$ cat src/rtl/moxie_ifetch_wb.sv
// Wishbone instruction-fetch master feeding a halfword FIFO and a valid/ready stream.
// Optional fetch timeout with sticky error and HALT state: define FETCH_TIMEOUT_EN.
module moxie_ifetch_wb #(
  parameter logic [31:0] RESET_PC = 32'h0000_1000,
  parameter int unsigned DEPTH    = 8,
  parameter int unsigned TIMEOUT  = 255
) (
  input  logic        wb_clk_i,
  input  logic        wb_rst_i,
  output logic [31:0] wb_adr_o,
  input  logic [31:0] wb_dat_i,
  output logic [31:0] wb_dat_o,
  output logic        wb_we_o,
  output logic [1:0]  wb_sel_o,
  output logic        wb_tga_o,
  output logic        wb_cyc_o,
  output logic        wb_stb_o,
  input  logic        wb_ack_i,
  input  logic        flush_i,
  input  logic [31:0] flush_pc_i,
  output logic [15:0] insn_o,
  output logic [31:0] insn_adr_o,
  output logic        insn_valid_o,
  input  logic        insn_ready_i,
  output logic        fetch_err_o
);

  localparam int unsigned AW = $clog2(DEPTH);
  localparam int unsigned CW = AW + 1;
  localparam logic [CW-1:0] ROOM_MAX  = CW'(DEPTH - 2);
  localparam logic [31:0]   RESET_ADR = {RESET_PC[31:1], 1'b0};

`ifdef FETCH_TIMEOUT_EN
  typedef enum logic [1:0] {IDLE = 2'd0, BUS = 2'd1, HALT = 2'd2} state_e;
  localparam int unsigned TW = (TIMEOUT > 1) ? $clog2(TIMEOUT) : 1;
  localparam logic [TW-1:0] TLAST = TW'(TIMEOUT - 1);
  logic [TW-1:0] tcnt_q;
  logic          err_q;
`else
  typedef enum logic [1:0] {IDLE = 2'd0, BUS = 2'd1} state_e;
`endif

  state_e        state_q;
  logic          cyc_q;
  logic [CW-1:0] count_q, count_d;
  logic [AW-1:0] wrptr_q, rdptr_q;
  logic [31:0]   fadr_q, hadr_q;
  logic [15:0]   mem_q [DEPTH];
  logic          push, pop, room;
  logic          unused_ok;

  always_comb begin
    pop  = (count_q != '0) && insn_ready_i;
    push = cyc_q && wb_ack_i;
    count_d = count_q;
    if (push) count_d = count_d + CW'(2);
    if (pop)  count_d = count_d - CW'(1);
    // a request is only ever launched with two free slots, so overflow cannot occur
    room = (count_d <= ROOM_MAX);
  end

  always_ff @(posedge wb_clk_i) begin
    if (wb_rst_i) begin
      state_q <= IDLE;
      cyc_q   <= 1'b0;
      count_q <= '0;
      wrptr_q <= '0;
      rdptr_q <= '0;
      fadr_q  <= RESET_ADR;
      hadr_q  <= RESET_ADR;
`ifdef FETCH_TIMEOUT_EN
      tcnt_q  <= '0;
      err_q   <= 1'b0;
`endif
    end else if (flush_i) begin
      state_q <= IDLE;
      cyc_q   <= 1'b0;
      count_q <= '0;
      wrptr_q <= '0;
      rdptr_q <= '0;
      fadr_q  <= {flush_pc_i[31:1], 1'b0};
      hadr_q  <= {flush_pc_i[31:1], 1'b0};
`ifdef FETCH_TIMEOUT_EN
      tcnt_q  <= '0;
      err_q   <= 1'b0;
`endif
    end else begin
      count_q <= count_d;
      if (pop) begin
        rdptr_q <= rdptr_q + AW'(1);
        hadr_q  <= hadr_q + 32'd2;
      end
      if (push) begin
        mem_q[wrptr_q]          <= wb_dat_i[31:16];
        mem_q[wrptr_q + AW'(1)] <= wb_dat_i[15:0];
        wrptr_q <= wrptr_q + AW'(2);
        fadr_q  <= fadr_q + 32'd4;
      end
      case (state_q)
        IDLE: begin
          if (room) begin
            state_q <= BUS;
            cyc_q   <= 1'b1;
`ifdef FETCH_TIMEOUT_EN
            tcnt_q  <= '0;
`endif
          end
        end
        BUS: begin
          if (push) begin
`ifdef FETCH_TIMEOUT_EN
            tcnt_q <= '0;
`endif
            if (!room) begin
              state_q <= IDLE;
              cyc_q   <= 1'b0;
            end
          end
`ifdef FETCH_TIMEOUT_EN
          else if (tcnt_q == TLAST) begin
            state_q <= HALT;
            cyc_q   <= 1'b0;
            err_q   <= 1'b1;
          end else begin
            tcnt_q <= tcnt_q + TW'(1);
          end
        end
        HALT: begin
          cyc_q <= 1'b0;
        end
`else
        end
`endif
        default: begin
          state_q <= IDLE;
          cyc_q   <= 1'b0;
        end
      endcase
    end
  end

  assign wb_adr_o     = fadr_q;
  assign wb_dat_o     = '0;
  assign wb_we_o      = 1'b0;
  assign wb_sel_o     = 2'b11;
  assign wb_cyc_o     = cyc_q;
  assign wb_stb_o     = cyc_q;
  assign wb_tga_o     = cyc_q;
  assign insn_o       = mem_q[rdptr_q];
  assign insn_adr_o   = hadr_q;
  assign insn_valid_o = (count_q != '0);

`ifdef FETCH_TIMEOUT_EN
  assign fetch_err_o = err_q;
  assign unused_ok   = &{1'b0, flush_pc_i[0]};
`else
  assign fetch_err_o = 1'b0;
  assign unused_ok   = &{1'b0, flush_pc_i[0], TIMEOUT[0]};
`endif

endmodule

$ cat config.mk
export PLATFORM = sky130hd
export DESIGN_NAME = moxie_ifetch_wb
export DESIGN_NICKNAME = d
export VERILOG_FILES = /design/src/rtl/moxie_ifetch_wb.sv
export SDC_FILE = /design/constraint.sdc
export NUM_CORES = 1
export LEC_CHECK = 0
export ABC_AREA = 1
export BUFFER_PORTS_ARGS = -buffer_cell sky130_fd_sc_hd__buf_2
export CORE_ASPECT_RATIO = 2
export CORE_UTILIZATION = 45
export DETAILED_ROUTE_END_ITERATION = 10
export PLACE_DENSITY = 0.67
export RECOVER_POWER = 100
export SLEW_MARGIN = 10
export SYNTH_ARGS = -nofsm -noshare
export SYNTH_HDL_FRONTEND = slang
export SYNTH_SLANG_ARGS = --single-unit
export TNS_END_PERCENT = 10
$ cat constraint.sdc
create_clock -name wb_clk_i -period 3.39 [get_ports wb_clk_i]
set_input_delay 0.339 -clock wb_clk_i [delete_from_list [all_inputs] [get_ports wb_clk_i]]
set_output_delay 0.339 -clock wb_clk_i [all_outputs]
set_load 0.02 [all_outputs]
# After elaboration in Yosys (flattened, before gate mapping)
# Memories as Yosys holds them, arrays and structs flattened. A register that Yosys moved wholly into a read port is not among the register bits.
# Cells that the tools add are included.
dict set report op_classes {
  add_sub_neg 7
  order_cmp 1
  n_eq_ne 4
  n_mux 20
  reduce_logical 8
}
# op count
set ops {}
lappend ops {{$mux 32} 4}
lappend ops {{$add 32x2->32 const B} 1}
lappend ops {{$add 32x3->32 const B} 1}
lappend ops {{$mux 4} 2}
lappend ops {{$mux 1} 7}
lappend ops {{$add 3x1->3 const B} 2}
lappend ops {{$mux 2} 3}
lappend ops {{$mux 3} 2}
lappend ops {{$ne 2x2->1 const B} 3}
lappend ops {{$add 4x2->4 const B} 1}
lappend ops {{$le 4x3->1 const B} 1}
lappend ops {{$pmux 2 s2} 1}
lappend ops {{$reduce_bool 2->1} 2}
lappend ops {{$reduce_bool 4->1} 1}
lappend ops {{$sub 4x1->4 const B} 1}
lappend ops {{$add 3x2->3 const B} 1}
lappend ops {{$reduce_and 3->1} 1}
lappend ops {{$eq 2x1->1 const B} 1}
lappend ops {{$logic_and 1x1->1} 2}
lappend ops {{$logic_not 2->1} 1}
lappend ops {{$pmux 1 s2} 1}
lappend ops {{$reduce_or 2->1} 1}
dict set report word_totals {
  reg_bits 77
  ram_bits 128
  inputBits 69
  n_memories 1
}
# memory depth width rd rd_clocked_by_memory_dff wr line
set mem_list {}
lappend mem_list {mem_q 8 16 1 1 2 48} ;# logic [15:0] mem_q [DEPTH];

# Logic depth before layout (Yosys ltp)
# Gate-level depths: netlist of the first run.
dict set report depth {
  word_depth 8
  mapped_depth 10
}

# Least setup slack after synthesis of the first run
# OpenSTA, ideal clock, no wires.
dict set report synth_path {
  path_kind {flip-flop to flip-flop}
  from {reg state_q[0] (netlist name)}
  to {mem mem_q[0][0], enable pin}
  setup_ps 421
  t_arrival_ps 2309
  t_required_ps 2969
  path_slack_ps 660
  stages_incl_launch_ff 5
  path_cell_list {dfxtp_1 nand2_2 inv_1 nand2_1 nor2_1}
}
# element line
set synth_lines {}
lappend synth_lines {{end: declaration} 48}

==> impl_metrics.tcl, run 1 <==
set metrics [dict create \
    wl_mm 29.2 \
    cts_tree "done" \
    period_share 0.841 \
    synth-async-reset-ratio 0 \
    post-place-ws_ns 1.26 \
    synth_cell_types 32 \
    placed_area_um2 11100 \
    synth_common_cells "nand2_1 (354), nor2_1 (195), edfxtp_1 (128)" \
    cap_viol_max_count 1 \
    cellLeakagePower_nw 4.25 \
    port-buffer-count 149 \
    slew_viol_final 36 \
    synth_seq_cells 203 \
    slew_headroom -0.0943 \
    cts.path.max_buffers 3 \
    start_kind "flop" \
    fp-row-count 77 \
    post_drt_via_cell_ratio 5.27 \
    setup_viol 0 \
    ir_worst_vdd_uv 444 \
    min_period_ns 2.85 \
    wire_per_inst_um 17.4 \
    drt-initial-drc-count 466 \
    start_util 0.460 \
    critPathKind "reg2out" \
    fin_ws_ns 0.539 \
    yosys.area.top_type "edfxtp_1" \
    syn_avg_cell_area_um2 8.14 \
    synth-edff-count 128 \
    via_count 8883 \
    tns_ns 0 \
    grt_util_all_layers 0.252 \
    antenna_left 0 \
    yosys-top-cells-area "edfxtp_1 (38%), dfxtp_1 (15%), nand2_1 (13%)" \
    die_h_um 215 \
    antenna_found_initial 2 \
    cts_setup_buffers 0 \
    cts_made_buffers 19 \
    cts_sinks 203 \
    worstPathCellList "clkbuf_2 > o21ai_0 > o32ai_1 > nand2_1 > nand2_1 > buf_2" \
    synth_warnings 0 \
    cts-root-buf "clkbuf_16" \
    worstPathArrival_ns 2.51 \
    synth_top_area_share 0.375 \
    grt_pass1_wl_mm 44.6 \
    status "finished with violations" \
    syn_inst 1257 \
    fill_cells 2223 \
    critPathSlowestCell "dfxtp_2" \
    cts_hold_buffers 0 \
    power_density_nw_per_um2 464 \
    cts_resized 0 \
    grt_pass1_vias 8518 \
    stdcell_count 1684 \
    io_pins 189 \
    worstPathRequired_ns 3.05 \
    clk_latency_ns 0.48 \
    drc 0 \
    rsz0062_at_grt "false" \
    htree_levels 1 \
    synth_ff_type "edfxtp_1" \
    finalClockSkew_ns 0.0104 \
    slowest_delay_ns 0.73 \
    synthToLayoutAreaGrowth_pct 12.5 \
    grt_max_degree 65 \
    violations "capacitance limit, slew limit" \
    finalHoldViolations 0 \
    gp_congestion 1.01 \
    dp.cells 1650 \
    grt_overflow_total 0 \
    die_x_um 109 \
    dp_hpwl_mm 21.2 \
    tightest_slew_ns 1.64 \
    syn-cell-area_um2 10200 \
    drive_gt1_frac 0.0853 \
    fmax_mhz 351 \
    synth_most_common_cell "nand2_1" \
    worstPathMaxFanout 35 \
    core-area_um2 22300 \
    hold_class "in2reg" \
    crit_path_end_kind "output pin" \
    die-area_um2 23400 \
    crit_top_cell "nand2_1" \
    drt-pass1-iter-count 4 \
    stdcell_area_um2 11500 \
    final_nets 1473 \
    clk_pin_slew_ns 0.07 \
    ys_seq_area_frac 0.522 \
    p_total_mw 5.34 \
]
-- state kept, by name (all words and copies together) (netlist names), named ones only --
name / count
mem_q: 128
insn_adr_o: 31
wb_adr_o: 31
count_q: 4
rdptr_q: 3
wrptr_q: 2
state_q: 1
-- routing by layer --
layer	vias to the layer above	wire length (µm)	global-route usage
met4	0	1850	0.157
met2	292	16100	0.481
met1	4151	9830	0.245
met3	95	1460	0.0303
li1	4345	-	-
met5	-	0	0
-- critical path: cells and delay by family (launching register included) --
family,cells,cell delay (ns)
compound gates,2,0.36
flops,1,0.73
simple gates,2,0.17
buf+inv,2,0.75
-- cell families (layout without fill, tap and decap cells) --
logic type,count (synthesis),in the layout,synth area share
flops,203,203,0.522
fa+ha+maj,9,9,0.0110
xor+xnor,15,15,0.0128
buf+inv,196,309,0.0897
compound gates,184,184,0.105
simple gates,648,648,0.259
other cells,2,40,0.000734
-- layout by cell type (no fill, tap or decap), types with 3 or more instances in the layout --
| cell | instances |
|---|---|
| nand2_1 | 357 |
| conb_1 | 38 |
| ha_1 | 9 |
| buf_4 | 7 |
| inv_1 | 110 |
| o211ai_1 | 3 |
| nand3_1 | 56 |
| o32ai_1 | 32 |
| o21ai_0 | 83 |
| xnor2_1 | 4 |
| clkbuf_2 | 5 |
| nor2_2 | 19 |
| nor2_1 | 192 |
| clkbuf_16 | 19 |
| buf_2 | 46 |
| clkbuf_1 | 113 |
| nand4_1 | 7 |
| xor2_1 | 11 |
| a31oi_1 | 18 |
| nand2_2 | 7 |
| dfxtp_1 | 73 |
| a21oi_1 | 47 |
| nor2_4 | 3 |
| edfxtp_1 | 128 |
-- worst paths after layout --
path | start | endpoint | slack, ns | depth (start not counted)
min | wb_dat_i[2] | mem_q[1][2] | 0.12 | 1
max reg2reg | state_q[0] | wb_adr_o[18] | 0.93 | 5
min reg2reg | wb_adr_o[1] | wb_adr_o[1] | 0.47 | 2
max | flop | insn_o[5] | 0.54 | 6
-- final cells by class --
cell class              count  area, µm²  share of cell area
multi-input cells         894       4090               0.355
repair buffers            164        706              0.0613
inverters                 113        424              0.0368
clock inverters             4       70.1             0.00608
flip-flops and latches    203       5350               0.464
well taps                 276        345              0.0300
diodes                      2       5.00            0.000435
clock buffers              28        529              0.0460
-- metrics by stage --
step | hold WS (ns) | utilization
floorplan | 0.433 | -
global placement | 0.444 | 0.499
detailed placement | 0.462 | 0.499
CTS | 0.0619 | 0.525
global route | 0.127 | 0.517
finish | 0.124 | 0.517
-- power by group --
part	leakage [nW]	internal, mW	switching [mW]
Combinational	2.18	0.132	0.348
Clock	0.293	1.23	0.881
Sequential	1.77	2.68	0.0760
Total	4.25	4.04	1.30
(Power assumes the default switching activity.)
==> run 2: changes to the inputs <==
Clock period 3.39 ns to 2.9 ns, I/O delays scaled along.
==> run 2 against run 1 <==
  * The run still ends with capacitance limit, slew limit left
  * Non-clock buffer count increased by 3
  * Combinational power grew 19%
  * Via count is 0.51% higher
  * Clock power is 26% higher
  * Global-route usage increased by 0.26 points
  * Routed wire length grew 0.38%
  * Sequential cell count unchanged
  * Cell area is 0.77% higher
  * Critical path depth did not move
  * Worst hold slack worse by 0.076 ns
  * Register-to-register slack got worse by 0.43 ns
  * Final cell count is 0.18% higher
  * Highest routed layer unchanged
==> impl_metrics.tcl, run 2 (synthesized netlist as in run 1, its figures left out) <==
set metrics [dict create \
    critPathKind "reg2out" \
    r2r_end "mem_q[3][4]" \
    worstPathMaxFanout 64 \
    ff2ff_path_depth 5 \
    multiInputGateArea_um2 4090 \
    htree_levels 1 \
    power_density_nw_per_um2 555 \
    antenna_found_initial 0 \
    critPathSlowestCell "clkbuf_4" \
    cts-root-buf "clkbuf_16" \
    holdPathStages 3 \
    gp_congestion 1.06 \
    via_count 8928 \
    grt_max_degree 65 \
    tns_ns 0 \
    final_nets 1476 \
    finalHoldViolations 0 \
    grt_pass1_wl_mm 45.0 \
    cts_made_buffers 19 \
    wl_mm 29.3 \
    drt-pass1-iter-count 6 \
    drive_gt1_frac 0.0858 \
    largest-register "mem_q" \
    cts_setup_buffers 0 \
    cellLeakagePower_nw 4.27 \
    dp_hpwl_mm 21.3 \
    reg2reg_from "state_q[0]" \
    hold_class "in2reg" \
    antenna_left 0 \
    period_share 0.887 \
    io_pins 189 \
    die-area_um2 23400 \
    cap_viol_max_count 1 \
    grt_pass1_vias 8676 \
    fill_cells 2266 \
    n_antenna_cell 0 \
    tightest_slew_ns 1.66 \
    worstPathCellList "clkbuf_4 > nor2_1 > o32ai_1 > nand2_1 > nand2_1 > clkbuf_1" \
    clk_pin_slew_ns 0.07 \
    slowest_delay_ns 0.56 \
    status "finished with violations" \
    placed_area_um2 11100 \
    largest_reg_flops 128 \
    crit_path_end_kind "output pin" \
    worstPathArrival_ns 2.28 \
    die_x_um 109 \
    ir_worst_vdd_uv 515 \
    violations "capacitance limit, slew limit" \
    final_common_cell "nand2_1" \
    finalClockSkew_ns 0.0165 \
    die_h_um 215 \
    port-buffer-count 149 \
    synthToLayoutAreaGrowth_pct 13.4 \
    core-area_um2 22300 \
    worstPathRequired_ns 2.61 \
    ff_latch_area_um2 5350 \
    cts_tree "done" \
    fmax_mhz 389 \
    hold_ws_ns 0.0484 \
    post_drt_via_cell_ratio 5.29 \
    min_from "flush_pc_i[17]" \
    clk_latency_ns 0.50 \
    grt_overflow_total 0 \
    fp-row-count 77 \
    final_util 0.521 \
    reg2reg_slack_ns 0.50 \
    rsz0062_at_grt "false" \
    wire_per_inst_um 17.4 \
    drt-initial-drc-count 398 \
    slew_headroom -0.106 \
    slew_viol_final 37 \
    grt_util_all_layers 0.254 \
    setup_viol 0 \
    drc 0 \
    stdcell_area_um2 11600 \
    crit_top_cell "nand2_1" \
    cts_sinks 203 \
    cts.path.max_buffers 3 \
    start_kind "flop" \
    most-common-layout-cells "nand2_1 (357), nor2_1 (191), edfxtp_1 (128)" \
    min_to "insn_adr_o[17]" \
    start_util 0.460 \
    min_period_ns 2.57 \
]
## run 2: final cells by class
| cell class | count | area share |
|---|---|---|
| Tap cell | 276 | 0.0298 |
| Inverter | 113 | 0.0365 |
| Multi-Input combinational cell | 894 | 0.353 |
| Clock inverter | 12 | 0.0132 |
| Clock buffer | 22 | 0.0437 |
| Sequential cell | 203 | 0.461 |
| Timing Repair Buffer | 167 | 0.0635 |
## run 2: metrics by stage
step	total power, mW	std cells	setup slack (ns)
after floorplan	3.67	1293	0.170
after global placement	3.85	1649	0.813
after detailed placement	3.86	1649	0.809
after CTS	6.52	1687	0.368
after global routing	6.66	1687	0.104
final	6.44	1687	0.328
## run 2: worst max path at each step
stage / endpoint / slack [ns] / cells after the start
2_1_floorplan: mem_q[0][0] / 0.17 / 4
3_3_place_gp: insn_adr_o[21] / 0.81 / 8
3_5_place_dp: insn_adr_o[13] / 0.81 / 7
4_1_cts: insn_o[5] / 0.37 / 7
5_1_grt: insn_o[6] / 0.10 / 6
6_report: insn_o[3] / 0.33 / 6
## run 2: power breakdown
group / internal (mW) / switching (mW) / leakage [nW] / total (mW)
Sequential: 3.13 / 0.0870 / 1.77 / 3.21
Combinational: 0.157 / 0.413 / 2.18 / 0.570
Clock: 1.54 / 1.11 / 0.325 / 2.65
## run 2: per-layer routing
metal / vias to the layer above / part of all wire / track usage
li1: 4342 / - / -
met4: 0 / 0.068 / 0.167
met5: - / 0 / 0
met1: 4200 / 0.34 / 0.250
met2: 290 / 0.54 / 0.476
met3: 96 / 0.054 / 0.0364
## run 2: critical path, delay by kind of cell, from the launching register on
family                 cells  cell delay, ns
flip-flops                 1            0.33
AND/OR/NAND/NOR            3            0.30
buffers and inverters      2            0.82
AO/OA/AOI/OAI              1            0.31
## run 2: what timing repair did
item | CTS | global route
endpoints found under the hold margin | 15 | 0
resized for setup | 0 | 0
hold buffers | 4 | 0
